--- config.mk ---
export PLATFORM = sky130hd
export DESIGN_NAME = seq_shifter
export DESIGN_NICKNAME = d
export VERILOG_FILES = /design/src/rtl/shifter_pkg.sv /design/src/rtl/shift_step.sv /design/src/rtl/seq_shifter.sv
export SDC_FILE = /design/constraint.sdc
export NUM_CORES = 1
export LEC_CHECK = 0
export CAP_MARGIN = 40
export CORE_ASPECT_RATIO = 1.4
export CORE_MARGIN = 5
export CORE_UTILIZATION = 43
export DETAILED_ROUTE_END_ITERATION = 12
export PLACE_DENSITY_LB_ADDON = 0.15
export SKIP_LAST_GASP = 1
export SLEW_MARGIN = 30
export SYNTH_ARGS = -nofsm -noshare
export SYNTH_HDL_FRONTEND = slang
export SYNTH_SLANG_ARGS = --single-unit
--- constraint.sdc ---
create_clock -name clk -period 1.52 [get_ports clk]
set_input_delay 0.304 -clock clk [delete_from_list [all_inputs] [get_ports clk]]
set_output_delay 0.304 -clock clk [all_outputs]
set_load 0.005 [all_outputs]
--- src/rtl/shifter_pkg.sv ---
// Shared types and mode codes for the sequential shift/rotate unit.
// Also used by the control-unit decoder, which builds its mode codes from the localparams below.
package shifter_pkg;

    // Mode codes as seen by the control-unit decoder
    localparam logic [2:0] MODE_LSL = 3'b000;
    localparam logic [2:0] MODE_LSR = 3'b001;
    localparam logic [2:0] MODE_ASR = 3'b010;
    localparam logic [2:0] MODE_ROL = 3'b011;
    localparam logic [2:0] MODE_ROR = 3'b100;

    // Operation selector; codes 101-111 are reserved (pass-through)
    typedef enum logic [2:0] {
        SH_LSL = MODE_LSL,
        SH_LSR = MODE_LSR,
        SH_ASR = MODE_ASR,
        SH_ROL = MODE_ROL,
        SH_ROR = MODE_ROR
    } shift_mode_t;

    // Sequencer states
    typedef enum logic [1:0] {
        IDLE  = 2'b00,
        SHIFT = 2'b01,
        DONE  = 2'b10
    } shft_state_t;

    // True for the reserved codes 101-111
    function automatic logic mode_reserved(input logic [2:0] m);
        return (m > MODE_ROR);
    endfunction

endpackage

--- src/rtl/shift_step.sv ---
// One-position combinational shift/rotate of {y,c} selected by mode.
// Ports:
//   mode   in  3      operation code (reserved codes hold y/c unchanged)
//   y_in   in  WIDTH  current value
//   c_in   in  1      current carry
//   y_out  out WIDTH  value after one step
//   c_out  out 1      bit shifted/rotated out by this step
module shift_step
    import shifter_pkg::*;
#(
    parameter int unsigned WIDTH = 8
) (
    input  logic [2:0]       mode,
    input  logic [WIDTH-1:0] y_in,
    input  logic             c_in,
    output logic [WIDTH-1:0] y_out,
    output logic             c_out
);

    // Single step per mode
    always_comb begin
        y_out = y_in;
        c_out = c_in;
        case (mode)
            MODE_LSL: begin
                c_out = y_in[WIDTH-1];
                y_out = {y_in[WIDTH-2:0], 1'b0};
            end
            MODE_LSR: begin
                c_out = y_in[0];
                y_out = {1'b0, y_in[WIDTH-1:1]};
            end
            MODE_ASR: begin
                c_out = y_in[0];
                y_out = {y_in[WIDTH-1], y_in[WIDTH-1:1]};
            end
            MODE_ROL: begin
                c_out = y_in[WIDTH-1];
                y_out = {y_in[WIDTH-2:0], y_in[WIDTH-1]};
            end
            MODE_ROR: begin
                c_out = y_in[0];
                y_out = {y_in[0], y_in[WIDTH-1:1]};
            end
            default: begin
                y_out = y_in;
                c_out = c_in;
            end
        endcase
    end

endmodule

--- src/rtl/seq_shifter.sv ---
// Multi-cycle shift/rotate unit: one position per clock, with carry-out.
// Optional build macro SEQ_SHIFTER_FLAGS_EN adds registered zero (z) and negative (n) flags.
// Ports:
//   clk    in   1      system clock, rising edge
//   rst_n  in   1      asynchronous active-low reset
//   start  in   1      request, accepted only when ready=1
//   mode   in   3      LSL/LSR/ASR/ROL/ROR, 101-111 reserved (pass-through)
//   amt    in   AMT_W  shift distance
//   a      in   WIDTH  operand
//   ready  out  1      idle, can accept start
//   done   out  1      one-cycle pulse, y/c valid
//   y      out  WIDTH  result, held until the next accepted start
//   c      out  1      last bit shifted out (0 when amt=0)
//   z      out  1      y==0            (SEQ_SHIFTER_FLAGS_EN only)
//   n      out  1      y[WIDTH-1]      (SEQ_SHIFTER_FLAGS_EN only)
module seq_shifter
    import shifter_pkg::*;
#(
    parameter int unsigned WIDTH = 8,
    parameter int unsigned AMT_W = $clog2(WIDTH)
) (
    input  logic             clk,
    input  logic             rst_n,
    input  logic             start,
    input  logic [2:0]       mode,
    input  logic [AMT_W-1:0] amt,
    input  logic [WIDTH-1:0] a,
    output logic             ready,
    output logic             done,
    output logic [WIDTH-1:0] y,
    output logic             c
`ifdef SEQ_SHIFTER_FLAGS_EN
    ,
    output logic             z,
    output logic             n
`endif
);

    shft_state_t       state_q, state_d;
    logic [AMT_W-1:0]  cnt_q, cnt_d;
    shift_mode_t       mode_q, mode_d;
    logic [WIDTH-1:0]  y_d;
    logic              c_d;
    logic [WIDTH-1:0]  step_y;
    logic              step_c;

    // One-position step of the current result
    shift_step #(.WIDTH(WIDTH)) u_step (
        .mode  (mode_q),
        .y_in  (y),
        .c_in  (c),
        .y_out (step_y),
        .c_out (step_c)
    );

    // Next-state, counter and datapath update
    always_comb begin
        state_d = state_q;
        cnt_d   = cnt_q;
        mode_d  = mode_q;
        y_d     = y;
        c_d     = c;
        case (state_q)
            IDLE: begin
                if (start) begin
                    y_d    = a;
                    c_d    = 1'b0;
                    mode_d = shift_mode_t'(mode);
                    cnt_d  = amt;
                    if ((amt == '0) || mode_reserved(mode)) begin
                        state_d = DONE;
                    end else begin
                        state_d = SHIFT;
                    end
                end
            end
            SHIFT: begin
                y_d   = step_y;
                c_d   = step_c;
                cnt_d = cnt_q - AMT_W'(1);
                // This step consumes the last position
                if (cnt_q == AMT_W'(1)) begin
                    state_d = DONE;
                end
            end
            DONE: begin
                state_d = IDLE;
            end
            default: begin
                state_d = IDLE;
            end
        endcase
    end

    // State, datapath and registered handshake outputs
    always_ff @(posedge clk or negedge rst_n) begin
        if (!rst_n) begin
            state_q <= IDLE;
            cnt_q   <= '0;
            mode_q  <= SH_LSL;
            y       <= '0;
            c       <= 1'b0;
            ready   <= 1'b1;
            done    <= 1'b0;
        end else begin
            state_q <= state_d;
            cnt_q   <= cnt_d;
            mode_q  <= mode_d;
            y       <= y_d;
            c       <= c_d;
            ready   <= (state_d == IDLE);
            done    <= (state_d == DONE);
        end
    end

`ifdef SEQ_SHIFTER_FLAGS_EN
    // Flags track y so they are valid together with done
    always_ff @(posedge clk or negedge rst_n) begin
        if (!rst_n) begin
            z <= 1'b0;
            n <= 1'b0;
        end else begin
            z <= (y_d == '0);
            n <= y_d[WIDTH-1];
        end
    end
`endif

endmodule

Word level (Yosys, flattened, before mapping)
Index checks and enable logic that the tools add are counted.
{ "classes": {"eq_ne": 12, "mux": 12, "addsub": 1, "reduce_logical": 13, "magnitude_cmp": 1} }
{ "ops": {"columns": ["op", "n"], "rows": [
  ["$pmux 8 s5", 1],
  ["$pmux 8 s2", 1],
  ["$mux 8", 1],
  ["$eq 3x1->1 const B", 2],
  ["$eq 3x2->1 const B", 2],
  ["$logic_not 3->1", 2],
  ["$mux 2", 3],
  ["$ne 6x1->1 const B", 1],
  ["$pmux 3 s2", 1],
  ["$reduce_and 3->1", 2],
  ["$ne 5x1->1 const B", 1],
  ["$logic_not 2->1", 2],
  ["$ne 2x2->1 const B", 2],
  ["$pmux 1 s2", 2],
  ["$pmux 2 s2", 1],
  ["$reduce_and 2->1", 2],
  ["$reduce_and 4->1", 1],
  ["$eq 3x3->1 const B", 1],
  ["$gt 3x3->1 const B", 1],
  ["$mux 3", 1],
  ["$ne 3x3->1 const B", 1],
  ["$reduce_or 3->1", 1],
  ["$sub 3x1->3 const B", 1],
  ["$eq 2x1->1 const B", 1],
  ["5 further kinds", 5]
]} }
{ "totals": {"in_bits": 17, "elab_cells": 47, "reg_bits": 19, "out_inout_bits": 11} }

Longest topological paths before layout
Gate-level depths: netlist of the first run.
{ "depth": {"depth_word": 6, "ltp_mapped": 6, "mapped_depth_nobuf": 5} }

Hierarchy
Synthesis of the first run repeated with hierarchy kept, for this count alone.
{ "hier_totals": {"hier_cells": 126, "area_unflattened_um2": 1214.9} }
{ "by_module_without_submodules": {"columns": ["mod", "area_each_um2", "cells_per_inst", "seq_area_each_um2", "n_inst"], "rows": [
  ["seq_shifter", 874.6, 81, 476.7, 1],
  ["shift_step", 340.3, 45, 0.0, 1]
]} }

Worst setup path before layout of the first run
OpenSTA, ideal clock, no wires.
{ "synth_path": {"path_type": "flip-flop to flip-flop", "start": "register mode_q[0]", "end": "register y[0]", "setup_slack_ns": 0.092, "n_path_buf": 2, "required_ns": 1.399, "path_stages_with_launch": 6, "arrival_time_ns": 1.307, "setup_time_ns": 0.121, "cell_sequence": "dfrtp_1 buf_6 or2_4 a31o_1 buf_6 a22o_1"} }
{ "synth_between": {"elab_chain_cells": 3} }
{ "synth_rtl": {"columns": ["item", "line_no", "rtl"], "rows": [
  ["start, declared", "seq_shifter.sv:41", "shift_mode_t mode_q, mode_d;"],
  ["start signal, assigned", "seq_shifter.sv:108", "mode_q <= mode_d;"],
  ["$eq 3x3->1, or another cell as far along", "shift_step.sv:24", "case (mode)"],
  ["$pmux 8 s5 / $ne 6x1->1 (equally long branches)", null, null],
  ["$pmux 8 s2 / $reduce_and 3->1 (equally long branches)", null, null],
  ["end signal, assigned", "seq_shifter.sv:109", "y <= y_d;"],
  ["end, declared", "seq_shifter.sv:30", "output logic [WIDTH-1:0] y,"]
]} }
Several ways; a longest one is shown, not always the timed one.
A chain may end at the register's enable or synchronous reset.

Worst setup path after layout of the first run
{ "layout_path": {"start": "register y[4]", "end": "output y[4]"} }
No word-level cell between the ends.

==> results of run 1 <==
[cell usage after synthesis]
| cell type | instances | area, sq um |
|---|---|---|
| o22ai_1 | 1 | 6.26 |
| ha_1 | 2 | 25.0 |
| a31oi_4 | 1 | 21.3 |
| a31o_1 | 1 | 8.76 |
| nor3b_1 | 1 | 7.51 |
| a221oi_1 | 2 | 17.5 |
| a21oi_1 | 6 | 30.0 |
| o22a_1 | 2 | 17.5 |
| xor2_1 | 2 | 17.5 |
| o31ai_1 | 3 | 22.5 |
| clkbuf_1 | 1 | 3.75 |
| nand2_1 | 8 | 30.0 |
| a22o_1 | 1 | 8.76 |
| buf_2 | 1 | 5.00 |
| mux2i_1 | 8 | 80.1 |
| o21ai_0 | 4 | 20.0 |
| nand4b_1 | 1 | 8.76 |
| or2_4 | 1 | 8.76 |
| o211ai_1 | 7 | 52.6 |
| dfstp_2 | 1 | 26.3 |
| nor2_1 | 7 | 26.3 |
| o21ai_4 | 1 | 16.3 |
| inv_1 | 5 | 18.8 |
| o21bai_1 | 1 | 7.51 |
| nand3b_1 | 1 | 7.51 |
| a32oi_1 | 1 | 8.76 |
| nand2b_1 | 3 | 18.8 |
| mux2_2 | 3 | 33.8 |
| nor2b_1 | 1 | 6.26 |
| buf_4 | 1 | 7.51 |
| and2b_1 | 1 | 7.51 |
| buf_6 | 4 | 45.0 |
| a21o_1 | 1 | 7.51 |
| nand2_4 | 1 | 11.3 |
| nand3_1 | 6 | 30.0 |
| dfrtp_1 | 18 | 450 |
| nor2_2 | 1 | 6.26 |
| nor3_1 | 1 | 5.00 |
[metrics by stage]
step | area, sq um | hold WS [ns] | setup TNS [ns] | setup slack (ns)
after global routing | 1610 | 0.343 | -0.0126 | -0.0126
final | 1610 | 0.331 | 0 | 0.0562
after floorplan | 1130 | 0.00841 | 0 | 0.0923
after global placement | 1460 | 0.524 | -1.89 | -0.180
after detailed placement | 1460 | 0.530 | -2.21 | -0.216
after CTS | 1550 | 0.333 | 0 | 0.0150
[registers in the layout (all words and copies together) (netlist names)]
signal / count
c: 1
mode_q: 3
y: 8
cnt_q: 3
done: 1
ready: 1
state_q: 2
[cells by family after synthesis]
kind of cell / synth area share, %
and+or+nand+nor: 15.4
DFF: 42.1
AOI/OAI and AO/OA: 21.7
adders and majority gates: 2.21
xor gates and xnor gates: 1.55
muxes: 10.1
buffers and inverters: 7.07
[how the worst min path moves through the flow]
| stage | endpoint | depth (start not counted) |
|---|---|---|
| global route | y[6] | 2 |
| global placement | c | 2 |
| finish | c | 2 |
| floorplan | c | 0 |
| CTS | y[1] | 2 |
| detailed placement | c | 2 |
[metal layers]
layer	vias to the layer above	wire [microns]	track usage, %	share of wire (%)
li1	496	-	-	-
met5	-	0	0	0
met2	24	1470	27.1	55
met3	4	115	2.74	4.3
met1	477	1070	18.6	40
met4	0	30	6.82	1.1
[area by class of cell]
cell class	instances	area [sq um]	area share (%)
multi-input cells	80	579	35.9
inverters	5	18.8	1.16
well taps	36	45.0	2.80
flip-flops and latches	19	478	29.7
repair buffers	50	464	28.8
clock buffers	4	26.3	1.63
[report_power, final]
part | leakage, nW | total (mW) | internal [mW] | switching [mW]
logic | 0.514 | 2.25 | 1.22 | 1.03
clock network | 0.0150 | 0.256 | 0.102 | 0.154
registers | 0.230 | 0.937 | 0.756 | 0.181
[repair_timing]
item / 4_1_cts / 5_1_grt
pin swaps: 0 / 1
buffers inserted: 8 / 5
resized for setup: 1 / 6
endpoints found under the setup margin: 9 / 15
==> run_results.csv, run 1 <==
group,metric,value,unit
sta,layout_min_cycle_time,1.46,ns
route,ant_nets,0,
clock_network,clock-sinks,19,
layout,drive_gt1_share,23.4,%
floorplan,fp.dieH,70.7,microns
logic_synthesis,synth_cell_types,38,
logic_synthesis,syn_area,1130,sq um
route,dr.pass1.iters,4,
setup_path,cp_cell_sequence,"clkdlybuf4s50_1",
placement,io_buffers,27,
setup_path,crit_buf_inv,1,
setup_path,crit_fanout,2,
floorplan,core_area,2590,sq um
route,drc_errors,0,
sta,hold_violations,0,
setup_path,required,1.22,ns
clock_network,cts_hold_buf,0,
layout,area_growth_syn_to_layout,42.3,%
setup_path,reg2regPathDepth,4,
layout,nets,178,
floorplan,initial_core_util,43.8,%
power_and_ir_drop,power_density,2130,nW/um^2
sta,relSlewSlack,74.5,%
power_and_ir_drop,finalPower,3.44,mW
sta,post-route-period-util,96.3,%
run_status,status,"finished, final reports clean",
clock_network,clkLatencyLatePin,0.30,ns
layout,final_util,62.3,%
placement,gp_congestion,0.776,
setup_path,reg2reg_slack,0.07,ns
clock_network,clk_path_buf_depth,2,
setup_path,crit_slowest_cell,"clkdlybuf4s50_1",
route,vias_per_cell,5.16,
setup_path,worst-setup-path-type,"reg2out",
power_and_ir_drop,p_leak,0.759,nW
route,wl_per_cell,13.9,microns
logic_synthesis,yosysWarnings,0,
logic_synthesis,avgSynthCellArea,10.2,sq um
logic_synthesis,ys_seq_elements,19,
global_route,grt_pass1_vias,999,
sta,skew,0.00253,ns
clock_network,cts_tree,"done",
global_route,antenna_found_initial,0,
route,vias,1001,
setup_path,crit_cells,1,
global_route,grt_pass1_wl,4460,microns
floorplan,rows,22,
setup_path,cp-endpoint,"y[4]",
layout,diodes,0,
route,routed_wirelength,2690,microns
hold_path,hold_class,"in2async",
layout,stdcell_count,194,
setup_path,startpoint_type,"register",
floorplan,die_area,3770,sq um
sta,max_freq,683,MHz
layout,n_fill_cell,239,
global_route,grt_max_degree,20,
clock_network,cts-buffers-inserted,3,
setup_path,r2r_start,"mode_q[1]",
logic_synthesis,seq_area_frac_synth,42.1,%
floorplan,io_pins,28,
sta,finalSetupViolCount,0,
power_and_ir_drop,peakVddDrop,1.25,mV
placement,hpwl,1990,microns
setup_path,path_delay_family,"buffers and inverters",
global_route,gr-total-overflow,0,
route,drt_iter0_markers,19,
layout,layout_common_cells,"clkdlybuf4s50_1 (22), buf_4 (22), dfrtp_1 (17), mux2i_1 (8), nand2_1 (8)",
setup_path,slowest_delay,0.50,ns
clock_network,htreeDepth,1,
sta,drv_slew,0,
clock_network,clkTransAtPathRegs,0.11,ns
setup_path,cp_data_arrival_time,1.16,ns
logic_synthesis,netlist_instances,111,
setup_path,rr_endpoint,"y[1]",
clock_network,root_buffer,"clkbuf_4",
setup_path,startpoint,"y[4]",
floorplan,die_w,53.4,microns
sta,worst_pin_slew,0.383,ns
global_route,grt_use_total,15.8,%
sta,grt_setup_unrepaired,"true",
logic_synthesis,synth_nets,130,
placement,dp.cells,177,
setup_path,cp-end-kind,"output pin",
run,drv_cap,0,
(Power assumes the default switching activity.)
==> run 2: changes to the inputs <==
--- a/config.mk
+++ b/config.mk
@@ -7,7 +7,7 @@
 export LEC_CHECK = 0
 export CAP_MARGIN = 40
 export CORE_ASPECT_RATIO = 1.4
-export CORE_MARGIN = 5
+export CORE_MARGIN = 2
 export CORE_UTILIZATION = 43
 export DETAILED_ROUTE_END_ITERATION = 12
 export PLACE_DENSITY_LB_ADDON = 0.15
==> run 2 against run 1 <==
  * First-iteration DRC count fell by 5.3%
  * Clock power barely moved
  * Clock skew rose by 0.00060 ns
  * Combinational power fell by 3%
  * Register-to-register slack barely moved
  * Sequential cell count did not move
  * Critical endpoint is now y[6]
  * Largest power group unchanged
==> run_results.csv, run 2 (synthesis results as in run 1) <==
group,metric,value,unit
setup_path,crit_buf_inv,1,
setup_path,cp-end-kind,"output pin",
sta,hold_violations,0,
route,routed_wirelength,2640,microns
route,vias,971,
clock_network,clock-sinks,19,
layout,nets,176,
placement,place_area,1460,sq um
layout,area_growth_syn_to_layout,40.8,%
clock_network,clk_path_buf_depth,2,
setup_path,slowest_delay,0.50,ns
global_route,grt_pass1_wl,4150,microns
floorplan,die_area,3070,sq um
setup_path,crit_slowest_cell,"clkdlybuf4s50_1",
setup_path,cp_cell_sequence,"clkdlybuf4s50_1",
layout,seqCellArea,479,sq um
power_and_ir_drop,p_leak,0.745,nW
sta,setup_slack,0.0557,ns
route,dr.pass1.iters,4,
layout,largest_reg_flops,8,
setup_path,crit_fanout,2,
route,drc_errors,0,
global_route,grt_max_degree,20,
setup_path,path_delay_family,"buffers and inverters",
run_status,status,"finished, final reports clean",
setup_path,required,1.22,ns
sta,relSlewSlack,75.3,%
global_route,gr-total-overflow,0,
route,vias_per_cell,5.06,
route,ant_nets,0,
placement,hpwl,1950,microns
placement,io_buffers,27,
floorplan,die_w,47.4,microns
setup_path,worst-setup-path-type,"reg2out",
layout,drive_gt1_share,22.4,%
placement,gp_congestion,0.865,
layout,final_common_cell,"clkdlybuf4s50_1",
power_and_ir_drop,power_density,2130,nW/um^2
route,drt_iter0_markers,18,
floorplan,fp.dieH,64.7,microns
floorplan,core_area,2560,sq um
power_and_ir_drop,peakVddDrop,0.999,mV
sta,layout_min_cycle_time,1.46,ns
floorplan,io_pins,28,
layout,multi_input_area,576,sq um
layout,largestRegisters,"y (8), cnt_q (3), mode_q (3)",
placement,dp_slack,-0.209,ns
clock_network,cts_tree,"done",
clock_network,clkLatencyLatePin,0.29,ns
floorplan,initial_core_util,44.2,%
layout,design_area,1590,sq um
sta,worst_pin_slew,0.370,ns
sta,skew,0.00314,ns
setup_path,cp_data_arrival_time,1.16,ns
sta,drv_slew,0,
floorplan,rows,22,
clock_network,htreeDepth,1,
clock_network,clkTransAtPathRegs,0.11,ns
sta,post-route-period-util,96.3,%
route,wl_per_cell,13.8,microns
layout,n_fill_cell,230,
layout,layout_common_cells,"clkdlybuf4s50_1 (22), buf_4 (20), dfrtp_1 (16), mux2i_1 (8), nand2_1 (8)",
clock_network,cts_hold_buf,0,
run,drv_cap,0,
layout,final_util,62.3,%
layout,diodes,0,
hold_path,hold_class,"in2async",
clock_network,cts-buffers-inserted,3,
setup_path,startpoint_type,"register",
global_route,antenna_found_initial,0,
sta,grt_setup_unrepaired,"true",
sta,max_freq,683,MHz
layout,regMostFlops,"y",
clock_network,root_buffer,"clkbuf_4",
global_route,grt_pass1_vias,933,
sta,finalSetupViolCount,0,
global_route,grt_use_total,18.8,%
run 2: path summary, 6_finish.rpt:
kind	from	end	slack [ns]	cells after the start
max reg2reg	mode_q[1]	c	0.07	4
max in group asynchronous	rst_n	ready	0.92	2
min in group clk	c	c	0.51	2
min	rst_n	c	0.33	2
max	y[6]	y[6]	0.06	1
min reg2reg	c	c	0.51	2
run 2: through the flow:
| step | setup TNS, ns | power (mW) | instances | hold WS [ns] |
|---|---|---|---|---|
| floorplan | 0 | 2.30 | 111 | 0.00841 |
| global placement | -1.57 | 2.81 | 177 | 0.485 |
| detailed placement | -2.04 | 2.87 | 177 | 0.492 |
| CTS | 0 | 3.27 | 189 | 0.328 |
| global route | -0.0124 | 3.67 | 192 | 0.337 |
| finish | 0 | 3.40 | 192 | 0.331 |
run 2: where the power goes:
part	switching [mW]	total (mW)	internal, mW	leakage [nW]
sequential	0.193	0.952	0.759	0.228
clock	0.154	0.256	0.102	0.0150
combinational	1.02	2.19	1.18	0.501
run 2: what timing repair did:
| item | CTS | global route |
|---|---|---|
| endpoints found under the setup margin | 9 | 13 |
| cloned | 0 | 0 |
| pin swaps | 0 | 1 |
| buffers inserted | 8 | 3 |
| resized for setup | 1 | 7 |
| endpoints found under the hold margin | 0 | 0 |
run 2: final cells by class:
cell class	count	area share [%]
clock buffer	4	1.65
multi-input combinational	80	36.1
timing repair buffer	48	28.2
inverter	5	1.18
tap	36	2.83
sequential	19	30.1
run 2: metal layers:
layer	share of wire (%)	routed length, microns	GRT usage (%)	vias up
met5	0	0	0	-
met4	0.49	13	6.25	0
met3	4.0	107	2.51	2
met2	53	1410	32.1	21
met1	42	1110	23.0	453
li1	-	-	-	495
